### src/rtl/decode_stage_pkg.sv
// Shared constants for the decode stage: RV32I opcodes, instruction class
// codes and the opcode-to-class lookup used by the decoder.
package decode_stage_pkg;

  typedef logic [3:0] class_t;

  // RV32I base opcodes (instr[6:0])
  localparam logic [6:0] R_OPCODE     = 7'b0110011;
  localparam logic [6:0] I_OPCODE     = 7'b0010011;
  localparam logic [6:0] LOAD_OPCODE  = 7'b0000011;
  localparam logic [6:0] S_OPCODE     = 7'b0100011;
  localparam logic [6:0] B_OPCODE     = 7'b1100011;
  localparam logic [6:0] JAL_OPCODE   = 7'b1101111;
  localparam logic [6:0] JALR_OPCODE  = 7'b1100111;
  localparam logic [6:0] LUI_OPCODE   = 7'b0110111;
  localparam logic [6:0] AUIPC_OPCODE = 7'b0010111;

  // Class codes; NOP is zero so a freshly reset stage presents a NOP
  localparam class_t CLASS_NOP     = 4'd0;
  localparam class_t CLASS_R       = 4'd1;
  localparam class_t CLASS_I       = 4'd2;
  localparam class_t CLASS_LOAD    = 4'd3;
  localparam class_t CLASS_S       = 4'd4;
  localparam class_t CLASS_B       = 4'd5;
  localparam class_t CLASS_JAL     = 4'd6;
  localparam class_t CLASS_JALR    = 4'd7;
  localparam class_t CLASS_LUI     = 4'd8;
  localparam class_t CLASS_AUIPC   = 4'd9;
  localparam class_t CLASS_ILLEGAL = 4'd15;

  // Unknown opcodes map to CLASS_NOP; the trap build remaps them afterwards
  function automatic class_t opcode_class(input logic [6:0] opcode);
    case (opcode)
      R_OPCODE:     return CLASS_R;
      I_OPCODE:     return CLASS_I;
      LOAD_OPCODE:  return CLASS_LOAD;
      S_OPCODE:     return CLASS_S;
      B_OPCODE:     return CLASS_B;
      JAL_OPCODE:   return CLASS_JAL;
      JALR_OPCODE:  return CLASS_JALR;
      LUI_OPCODE:   return CLASS_LUI;
      AUIPC_OPCODE: return CLASS_AUIPC;
      default:      return CLASS_NOP;
    endcase
  endfunction

endpackage

### src/rtl/decode_stage_if.sv
// Bus bundle for decode_stage: fetch-side handshake, register file read
// port, flush, and execute-side handshake with the decoded head entry.
// The stage uses the slave modport; its environment drives the master.
interface decode_stage_if #(
  parameter int OPD_LENGTH = 16,
  parameter int REG_WIDTH  = 16
);
  logic                  flush;
  logic                  in_valid;
  logic                  in_ready;
  logic [31:0]           instr;
  logic [OPD_LENGTH-1:0] pc;
  logic [4:0]            rs1_addr;
  logic [4:0]            rs2_addr;
  logic [REG_WIDTH-1:0]  rs1_data;
  logic [REG_WIDTH-1:0]  rs2_data;
  logic                  out_valid;
  logic                  out_ready;
  logic [4:0]            rd_addr;
  logic [3:0]            instr_class;
  logic [OPD_LENGTH-1:0] opd1;
  logic [OPD_LENGTH-1:0] opd2;
  logic [OPD_LENGTH-1:0] opd3;
  logic [OPD_LENGTH-1:0] opd4;

  modport slave (
    input  flush, in_valid, instr, pc, rs1_data, rs2_data, out_ready,
    output in_ready, rs1_addr, rs2_addr, out_valid, rd_addr, instr_class,
           opd1, opd2, opd3, opd4
  );

  modport master (
    output flush, in_valid, instr, pc, rs1_data, rs2_data, out_ready,
    input  in_ready, rs1_addr, rs2_addr, out_valid, rd_addr, instr_class,
           opd1, opd2, opd3, opd4
  );
endinterface

### src/rtl/decode_imm_gen.sv
// Combinational RV32I immediate extraction. Each immediate is built as a
// sign-extended 32-bit value, then resized to OPD_LENGTH (sign-extended if
// wider, truncated if narrower). The opcode bits are not needed here.
module decode_imm_gen #(
  parameter int OPD_LENGTH = 16
) (
  input  logic [31:7]           instr,
  output logic [OPD_LENGTH-1:0] imm_i,
  output logic [OPD_LENGTH-1:0] imm_s,
  output logic [OPD_LENGTH-1:0] imm_b,
  output logic [OPD_LENGTH-1:0] imm_j,
  output logic [OPD_LENGTH-1:0] imm_u
);
  logic signed [31:0] i32, s32, b32, j32, u32;

  assign i32 = {{20{instr[31]}}, instr[31:20]};
  assign s32 = {{20{instr[31]}}, instr[31:25], instr[11:7]};
  assign b32 = {{19{instr[31]}}, instr[31], instr[7], instr[30:25], instr[11:8], 1'b0};
  assign j32 = {{11{instr[31]}}, instr[31], instr[19:12], instr[20], instr[30:21], 1'b0};
  // U-type is already the upper 20 bits shifted left by 12
  assign u32 = {instr[31:12], 12'b0};

  assign imm_i = OPD_LENGTH'(i32);
  assign imm_s = OPD_LENGTH'(s32);
  assign imm_b = OPD_LENGTH'(b32);
  assign imm_j = OPD_LENGTH'(j32);
  assign imm_u = OPD_LENGTH'(u32);
endmodule

### src/rtl/decode_stage.sv
// Registered RV32I decode stage: decodes the fetched word into a class code,
// destination register and four operands, then captures the result in a
// DEPTH-entry circular queue with valid/ready on both sides.
// Optional build macro: ILLEGAL_TRAP_EN -- unknown opcodes become
// CLASS_ILLEGAL carrying the raw instruction bits in opd3 instead of a NOP.
module decode_stage
  import decode_stage_pkg::*;
#(
  parameter int OPD_LENGTH = 16,
  parameter int REG_WIDTH  = 16,
  parameter int DEPTH      = 2
) (
  input logic           clk,
  input logic           rst,
  decode_stage_if.slave bus
);
  localparam int PTR_W = $clog2(DEPTH);
  localparam int CNT_W = PTR_W + 1;

  // ---------------- decode ----------------
  logic [OPD_LENGTH-1:0] imm_i, imm_s, imm_b, imm_j, imm_u;
  logic [OPD_LENGTH-1:0] rs1_ext, rs2_ext, rs2_raw;
  class_t                dec_class;
  logic [4:0]            dec_rd;
  logic [OPD_LENGTH-1:0] dec_opd1, dec_opd2, dec_opd3;

  decode_imm_gen #(.OPD_LENGTH(OPD_LENGTH)) imm_gen (
    .instr (bus.instr[31:7]),
    .imm_i (imm_i),
    .imm_s (imm_s),
    .imm_b (imm_b),
    .imm_j (imm_j),
    .imm_u (imm_u)
  );

  assign bus.rs1_addr = bus.instr[19:15];
  assign bus.rs2_addr = bus.instr[24:20];

  // Source operands are treated as signed values; store data is raw bits
  assign rs1_ext = OPD_LENGTH'($signed(bus.rs1_data));
  assign rs2_ext = OPD_LENGTH'($signed(bus.rs2_data));
  assign rs2_raw = OPD_LENGTH'(bus.rs2_data);

  // Class/operand mux for the word presented by fetch
  always_comb begin
    dec_class = opcode_class(bus.instr[6:0]);
    dec_rd    = bus.instr[11:7];
    dec_opd1  = '0;
    dec_opd2  = '0;
    dec_opd3  = '0;
    case (dec_class)
      CLASS_R: begin
        dec_opd1 = rs1_ext;
        dec_opd2 = rs2_ext;
      end
      CLASS_I, CLASS_LOAD, CLASS_JALR: begin
        dec_opd1 = rs1_ext;
        dec_opd2 = imm_i;
      end
      CLASS_S: begin
        dec_rd   = '0;
        dec_opd1 = rs1_ext;
        dec_opd2 = imm_s;
        dec_opd3 = rs2_raw;
      end
      CLASS_B: begin
        dec_rd   = '0;
        dec_opd1 = rs1_ext;
        dec_opd2 = rs2_ext;
        dec_opd3 = imm_b;
      end
      CLASS_JAL: begin
        dec_opd1 = bus.pc;
        dec_opd2 = imm_j;
      end
      CLASS_LUI: begin
        dec_opd2 = imm_u;
      end
      CLASS_AUIPC: begin
        dec_opd1 = bus.pc;
        dec_opd2 = imm_u;
      end
      default: begin
        dec_rd = '0;
`ifdef ILLEGAL_TRAP_EN
        dec_class = CLASS_ILLEGAL;
        dec_opd3  = OPD_LENGTH'(bus.instr);
`endif
      end
    endcase
  end

  // ---------------- queue ----------------
  logic [PTR_W-1:0]      wr_ptr_reg, rd_ptr_reg;
  logic [CNT_W-1:0]      count_reg;
  logic                  full, empty, push, pop;

  logic [4:0]            q_rd    [DEPTH];
  class_t                q_class [DEPTH];
  logic [OPD_LENGTH-1:0] q_opd1  [DEPTH];
  logic [OPD_LENGTH-1:0] q_opd2  [DEPTH];
  logic [OPD_LENGTH-1:0] q_opd3  [DEPTH];
  logic [OPD_LENGTH-1:0] q_opd4  [DEPTH];

  logic [4:0]            last_rd_reg;
  class_t                last_class_reg;
  logic [OPD_LENGTH-1:0] last_opd1_reg, last_opd2_reg, last_opd3_reg, last_opd4_reg;

  assign full  = (count_reg == CNT_W'(DEPTH));
  assign empty = (count_reg == '0);
  // No pass-through when full: a same-cycle pop does not open a slot
  assign bus.in_ready  = !full;
  assign bus.out_valid = !empty;
  assign push = bus.in_valid && !full && !bus.flush;
  assign pop  = !empty && bus.out_ready && !bus.flush;

  // Pointer and occupancy bookkeeping; flush empties the queue
  always_ff @(posedge clk or posedge rst) begin
    if (rst) begin
      wr_ptr_reg <= '0;
      rd_ptr_reg <= '0;
      count_reg  <= '0;
    end else if (bus.flush) begin
      wr_ptr_reg <= '0;
      rd_ptr_reg <= '0;
      count_reg  <= '0;
    end else begin
      if (push) wr_ptr_reg <= wr_ptr_reg + PTR_W'(1);
      if (pop)  rd_ptr_reg <= rd_ptr_reg + PTR_W'(1);
      case ({push, pop})
        2'b10:   count_reg <= count_reg + CNT_W'(1);
        2'b01:   count_reg <= count_reg - CNT_W'(1);
        default: count_reg <= count_reg;
      endcase
    end
  end

  generate
    for (genvar gi = 0; gi < DEPTH; gi++) begin : g_entry
      // Capture the decoded word into the slot addressed by the write pointer
      always_ff @(posedge clk) begin
        if (push && (wr_ptr_reg == PTR_W'(gi))) begin
          q_rd[gi]    <= dec_rd;
          q_class[gi] <= dec_class;
          q_opd1[gi]  <= dec_opd1;
          q_opd2[gi]  <= dec_opd2;
          q_opd3[gi]  <= dec_opd3;
          q_opd4[gi]  <= bus.pc;
        end
      end
    end
  endgenerate

  // Remember the entry being consumed so an empty queue keeps showing it
  always_ff @(posedge clk or posedge rst) begin
    if (rst) begin
      last_rd_reg    <= '0;
      last_class_reg <= CLASS_NOP;
      last_opd1_reg  <= '0;
      last_opd2_reg  <= '0;
      last_opd3_reg  <= '0;
      last_opd4_reg  <= '0;
    end else if (pop) begin
      last_rd_reg    <= q_rd[rd_ptr_reg];
      last_class_reg <= q_class[rd_ptr_reg];
      last_opd1_reg  <= q_opd1[rd_ptr_reg];
      last_opd2_reg  <= q_opd2[rd_ptr_reg];
      last_opd3_reg  <= q_opd3[rd_ptr_reg];
      last_opd4_reg  <= q_opd4[rd_ptr_reg];
    end
  end

  assign bus.rd_addr     = empty ? last_rd_reg    : q_rd[rd_ptr_reg];
  assign bus.instr_class = empty ? last_class_reg : q_class[rd_ptr_reg];
  assign bus.opd1        = empty ? last_opd1_reg  : q_opd1[rd_ptr_reg];
  assign bus.opd2        = empty ? last_opd2_reg  : q_opd2[rd_ptr_reg];
  assign bus.opd3        = empty ? last_opd3_reg  : q_opd3[rd_ptr_reg];
  assign bus.opd4        = empty ? last_opd4_reg  : q_opd4[rd_ptr_reg];
endmodule

### src/flat_wrapper.sv
// flat-port wrapper written by rule: the top's interface ports become plain ports
module decode_stage_flat import decode_stage_pkg::*;
#(
  parameter int OPD_LENGTH = 16,
  parameter int REG_WIDTH  = 16,
  parameter int DEPTH      = 2
)
  (clk, rst, bus_flush, bus_in_valid, bus_instr, bus_pc, bus_rs1_data, bus_rs2_data, bus_out_ready, bus_in_ready, bus_rs1_addr, bus_rs2_addr, bus_out_valid, bus_rd_addr, bus_instr_class, bus_opd1, bus_opd2, bus_opd3, bus_opd4);
  decode_stage_if #(.OPD_LENGTH(OPD_LENGTH), .REG_WIDTH(REG_WIDTH)) bus_i ();
  input logic clk;
  input logic rst;
  input wire logic [$bits(bus_i.flush)-1:0] bus_flush;
  input wire logic [$bits(bus_i.in_valid)-1:0] bus_in_valid;
  input wire logic [$bits(bus_i.instr)-1:0] bus_instr;
  input wire logic [$bits(bus_i.pc)-1:0] bus_pc;
  input wire logic [$bits(bus_i.rs1_data)-1:0] bus_rs1_data;
  input wire logic [$bits(bus_i.rs2_data)-1:0] bus_rs2_data;
  input wire logic [$bits(bus_i.out_ready)-1:0] bus_out_ready;
  output wire logic [$bits(bus_i.in_ready)-1:0] bus_in_ready;
  output wire logic [$bits(bus_i.rs1_addr)-1:0] bus_rs1_addr;
  output wire logic [$bits(bus_i.rs2_addr)-1:0] bus_rs2_addr;
  output wire logic [$bits(bus_i.out_valid)-1:0] bus_out_valid;
  output wire logic [$bits(bus_i.rd_addr)-1:0] bus_rd_addr;
  output wire logic [$bits(bus_i.instr_class)-1:0] bus_instr_class;
  output wire logic [$bits(bus_i.opd1)-1:0] bus_opd1;
  output wire logic [$bits(bus_i.opd2)-1:0] bus_opd2;
  output wire logic [$bits(bus_i.opd3)-1:0] bus_opd3;
  output wire logic [$bits(bus_i.opd4)-1:0] bus_opd4;
  assign bus_i.flush = bus_flush;
  assign bus_i.in_valid = bus_in_valid;
  assign bus_i.instr = bus_instr;
  assign bus_i.pc = bus_pc;
  assign bus_i.rs1_data = bus_rs1_data;
  assign bus_i.rs2_data = bus_rs2_data;
  assign bus_i.out_ready = bus_out_ready;
  assign bus_in_ready = bus_i.in_ready;
  assign bus_rs1_addr = bus_i.rs1_addr;
  assign bus_rs2_addr = bus_i.rs2_addr;
  assign bus_out_valid = bus_i.out_valid;
  assign bus_rd_addr = bus_i.rd_addr;
  assign bus_instr_class = bus_i.instr_class;
  assign bus_opd1 = bus_i.opd1;
  assign bus_opd2 = bus_i.opd2;
  assign bus_opd3 = bus_i.opd3;
  assign bus_opd4 = bus_i.opd4;
  decode_stage #(.OPD_LENGTH(OPD_LENGTH), .REG_WIDTH(REG_WIDTH), .DEPTH(DEPTH)) u_core (.clk(clk), .rst(rst), .bus(bus_i));
endmodule
### config.mk
export PLATFORM = sky130hd
export DESIGN_NAME = decode_stage_flat
export DESIGN_NICKNAME = d
export VERILOG_FILES = /design/src/rtl/decode_stage_pkg.sv /design/src/rtl/decode_stage_if.sv /design/src/rtl/decode_imm_gen.sv /design/src/rtl/decode_stage.sv /design/src/flat_wrapper.sv
export SDC_FILE = /design/constraint.sdc
export NUM_CORES = 1
export LEC_CHECK = 0
export ABC_AREA = 1
export CAP_MARGIN = 20
export CORE_ASPECT_RATIO = 1.25
export CORE_MARGIN = 3
export CORE_UTILIZATION = 48
export CTS_CLUSTER_SIZE = 40
export DETAILED_ROUTE_END_ITERATION = 6
export GPL_TIMING_DRIVEN = 0
export PLACE_DENSITY = 0.83
export RECOVER_POWER = 25
export SYNTH_ARGS = -nofsm -noshare
export SYNTH_HDL_FRONTEND = slang
export SYNTH_SLANG_ARGS = --single-unit
### constraint.sdc
create_clock -name clk -period 6.4 [get_ports clk]
set_input_delay 0.96 -clock clk [delete_from_list [all_inputs] [get_ports clk]]
set_output_delay 0.96 -clock clk [all_outputs]
set_load 0.01 [all_outputs]
==> reports/results.tsv <==
stage	metric	value	unit
run_status	status	completed	
global_routing	grt_util_all_layers	23.7	%
clock_tree	path_clk_slew	0.06	ns
critical_path	cp.arrival	2.82	ns
sta	rsz0062_at_grt	no	
pwr	p_leak	5.54	nW
die	coreArea	20400	um2
synth	yosysTopAreaCell	edfxtp_1	
place	dp_slack	3.22	ns
pwr	powerDensity	420	nW/um2
clock_tree	cts_buffers	22	
clock_tree	clock_path_buffers	3	
sta	finalCritPeriodShare	59.1	%
critical_path	required	5.44	ns
critical_path	end_kind	output port	
routing	drt-pass1-iter-count	6	
die	start_util	49.6	%
sta	final.setup_skew	0.00833	ns
place	dp_hpwl	19800	um
clock_tree	clk_latency	0.50	ns
sta	finalSetupViolations	0	
place	placed_area	12300	um2
global_routing	first_global_vias	8171	
die	die_w	136	um
sta	worst_slew_pin_slew	1.27	ns
synth	yosys_register_bits	223	
synth	yosysUniqueCellTypes	29	
finish	area_delta_synth_final	27.6	%
synth	syn_area_per_cell	9.14	um2
place	portBuffers	165	
die	rows	58	
die	ios	170	
routing	vias	8375	
finish	stdcell_area	12900	um2
pwr	ir_drop	0.000240	V
global_routing	antenna_found_initial	0	
clock_tree	ctsHtreeMaxLevel	1	
critical_path	crit_path_start_kind	flop	
clock_tree	cts_tree	yes	
finish	drive_above_1_share	7.44	%
critical_path	crit_fanout	10	
sta	slew_violations	0	
synth	syn_nets	1192	
clock_tree	post_cts_resized	0	
routing	drc_errors	0	
sta	finalCriticalPeriod	3.78	ns
die	die_h	168	um
clock_tree	cts-root-buf	clkbuf_16	
die	dieArea	22900	um2
finish	layout.nets	1387	
finish	num_antenna_cells	0	
global_routing	grt_max_degree	60	
synth	yosysSeqAreaShare	62.4	%
critical_path	regToRegSetupSlack	3.94	ns
synth	synth_top_area_share	43.3	%
min_path	min-delay-path-class	reg2reg	
clock_tree	ctsHoldBuffers	0	
job	cap_violations	0	
sta	slew_headroom	14.6	%
finish	final_cell_mix	nand2_1 (490), o21ai_0 (148), edfxtp_1 (146), clkdlybuf4s50_1 (145), inv_1 (103)	
synth	synth_warnings	0	
routing	wl_per_cell	17.3	um
clock_tree	cts_sinks	223	
finish	final_common_cell	nand2_1	
routing	ant_nets	0	
clock_tree	postCtsSetupBuffers	0	
critical_path	crit_type	reg2out	
sta	finalSetupTns	0	ns
routing	routed_wl	27500	um
synth	synth_area	10100	um2
sta	hold_viol	0	
global_routing	grt_first_pass_wirelength	42100	um
sta	setup_ws	2.62	ns
synth	syn_inst	1107	
place	gp_congestion	0.977	
global_routing	grt-ovfl-total	0	
routing	via_per_inst	5.28	
synth	synth_top_cells_by_area	edfxtp_1 (43%), dfrtp_1 (19%), nand2_1 (18%)	
routing	first_iter_violations	865	
sta	fmax	265	MHz
synth_stat cells:
cell type and number:
a21oi_1 1, a21oi_4 1, buf_1 8, buf_2 19, buf_4 19, buf_6 2
buf_8 1, clkbuf_1 13, clkinv_4 1, dfrtp_1 77, edfxtp_1 146, inv_1 105
inv_2 4, nand2_1 489, nand2_2 6, nand2_4 2, nand3_1 13, nand3_2 1
nand3_4 2, nand3b_1 1, nand4_1 7, nor2_1 19, nor2_2 3, nor2_4 2
nor3_1 3, o211ai_1 5, o21ai_0 148, o21ai_1 4, o22ai_1 5
kinds of logic (layout without fill, tap and decap cells):
family                 after synthesis  after routing  synth area share, %
AOI/OAI and AO/OA                  164            164                 8.41
buffers and inverters              172            382                 7.63
DFF                                223            223                 62.4
and+or+nand+nor                    548            548                 21.6
critical path, stage by stage, from the launching register on:
cell and delay [ns]:
dfrtp_1 0.41, inv_1 0.10, nand2_1 0.18, buf_2 0.26
clkbuf_1 0.28, o21ai_0 0.47, clkdlybuf4s50_1 0.63
per-stage QoR:
stage | power (mW) | util (%) | std cells | hold WS, ns
after floorplan | 3.02 | - | 1107 | 0.491
after global placement | 4.14 | 59.4 | 1542 | 0.509
after detailed placement | 4.21 | 60.1 | 1548 | 0.524
after CTS | 5.43 | 63.4 | 1587 | 0.539
after global routing | 5.71 | 63.3 | 1587 | 0.555
final | 5.43 | 63.3 | 1587 | 0.531
cell type report:
| class | count | area [um2] |
|---|---|---|
| fillers | 1575 | 7490 |
| flip-flops and latches | 223 | 6310 |
| multi-input cells | 712 | 3030 |
| repair buffers | 171 | 1780 |
| clock buffers | 31 | 606 |
| inverters | 110 | 420 |
| plain buffers | 62 | 354 |
| well taps | 270 | 338 |
| clock inverters | 8 | 66.3 |
per-layer routing:
layer  global-route usage (%)  up-vias  part of all wire, %  wire length (um)
met5                        0        -                    0                 0
li1                         -     3923                    -                 -
met3                     3.44       80                  8.0              2200
met4                     11.6        0                  5.2              1430
met2                     41.1      435                   50             13700
met1                     28.7     3937                   37             10100
report_power, final:
part	total (mW)	switching (mW)	leakage [nW]	internal [mW]
clock network	1.22	0.517	0.320	0.699
registers	1.93	0.0877	2.33	1.84
logic	2.28	1.32	2.89	0.959
worst paths after layout:
path | start | to | cells after the start
min in group asynchronous | rst | u_core.last_opd1_reg[8]$_DFFE_PP0P_ | 2
max in group asynchronous | rst | u_core.last_rd_reg[2]$_DFFE_PP0P_ | 3
min | u_core.last_opd2_reg[4]$_DFFE_PP0P_ | u_core.last_opd2_reg[4]$_DFFE_PP0P_ | 2
max reg2reg | u_core.count_reg[0]$_DFFE_PP0P_ | u_core.q_opd1[0][6]$_DFFE_PP_ | 7
min reg2reg | u_core.last_opd2_reg[4]$_DFFE_PP0P_ | u_core.last_opd2_reg[4]$_DFFE_PP0P_ | 2
max | u_core.count_reg[0]$_DFFE_PP0P_ | bus_opd3[0] | 6
Note: power is estimated with default switching activity, not from simulation.
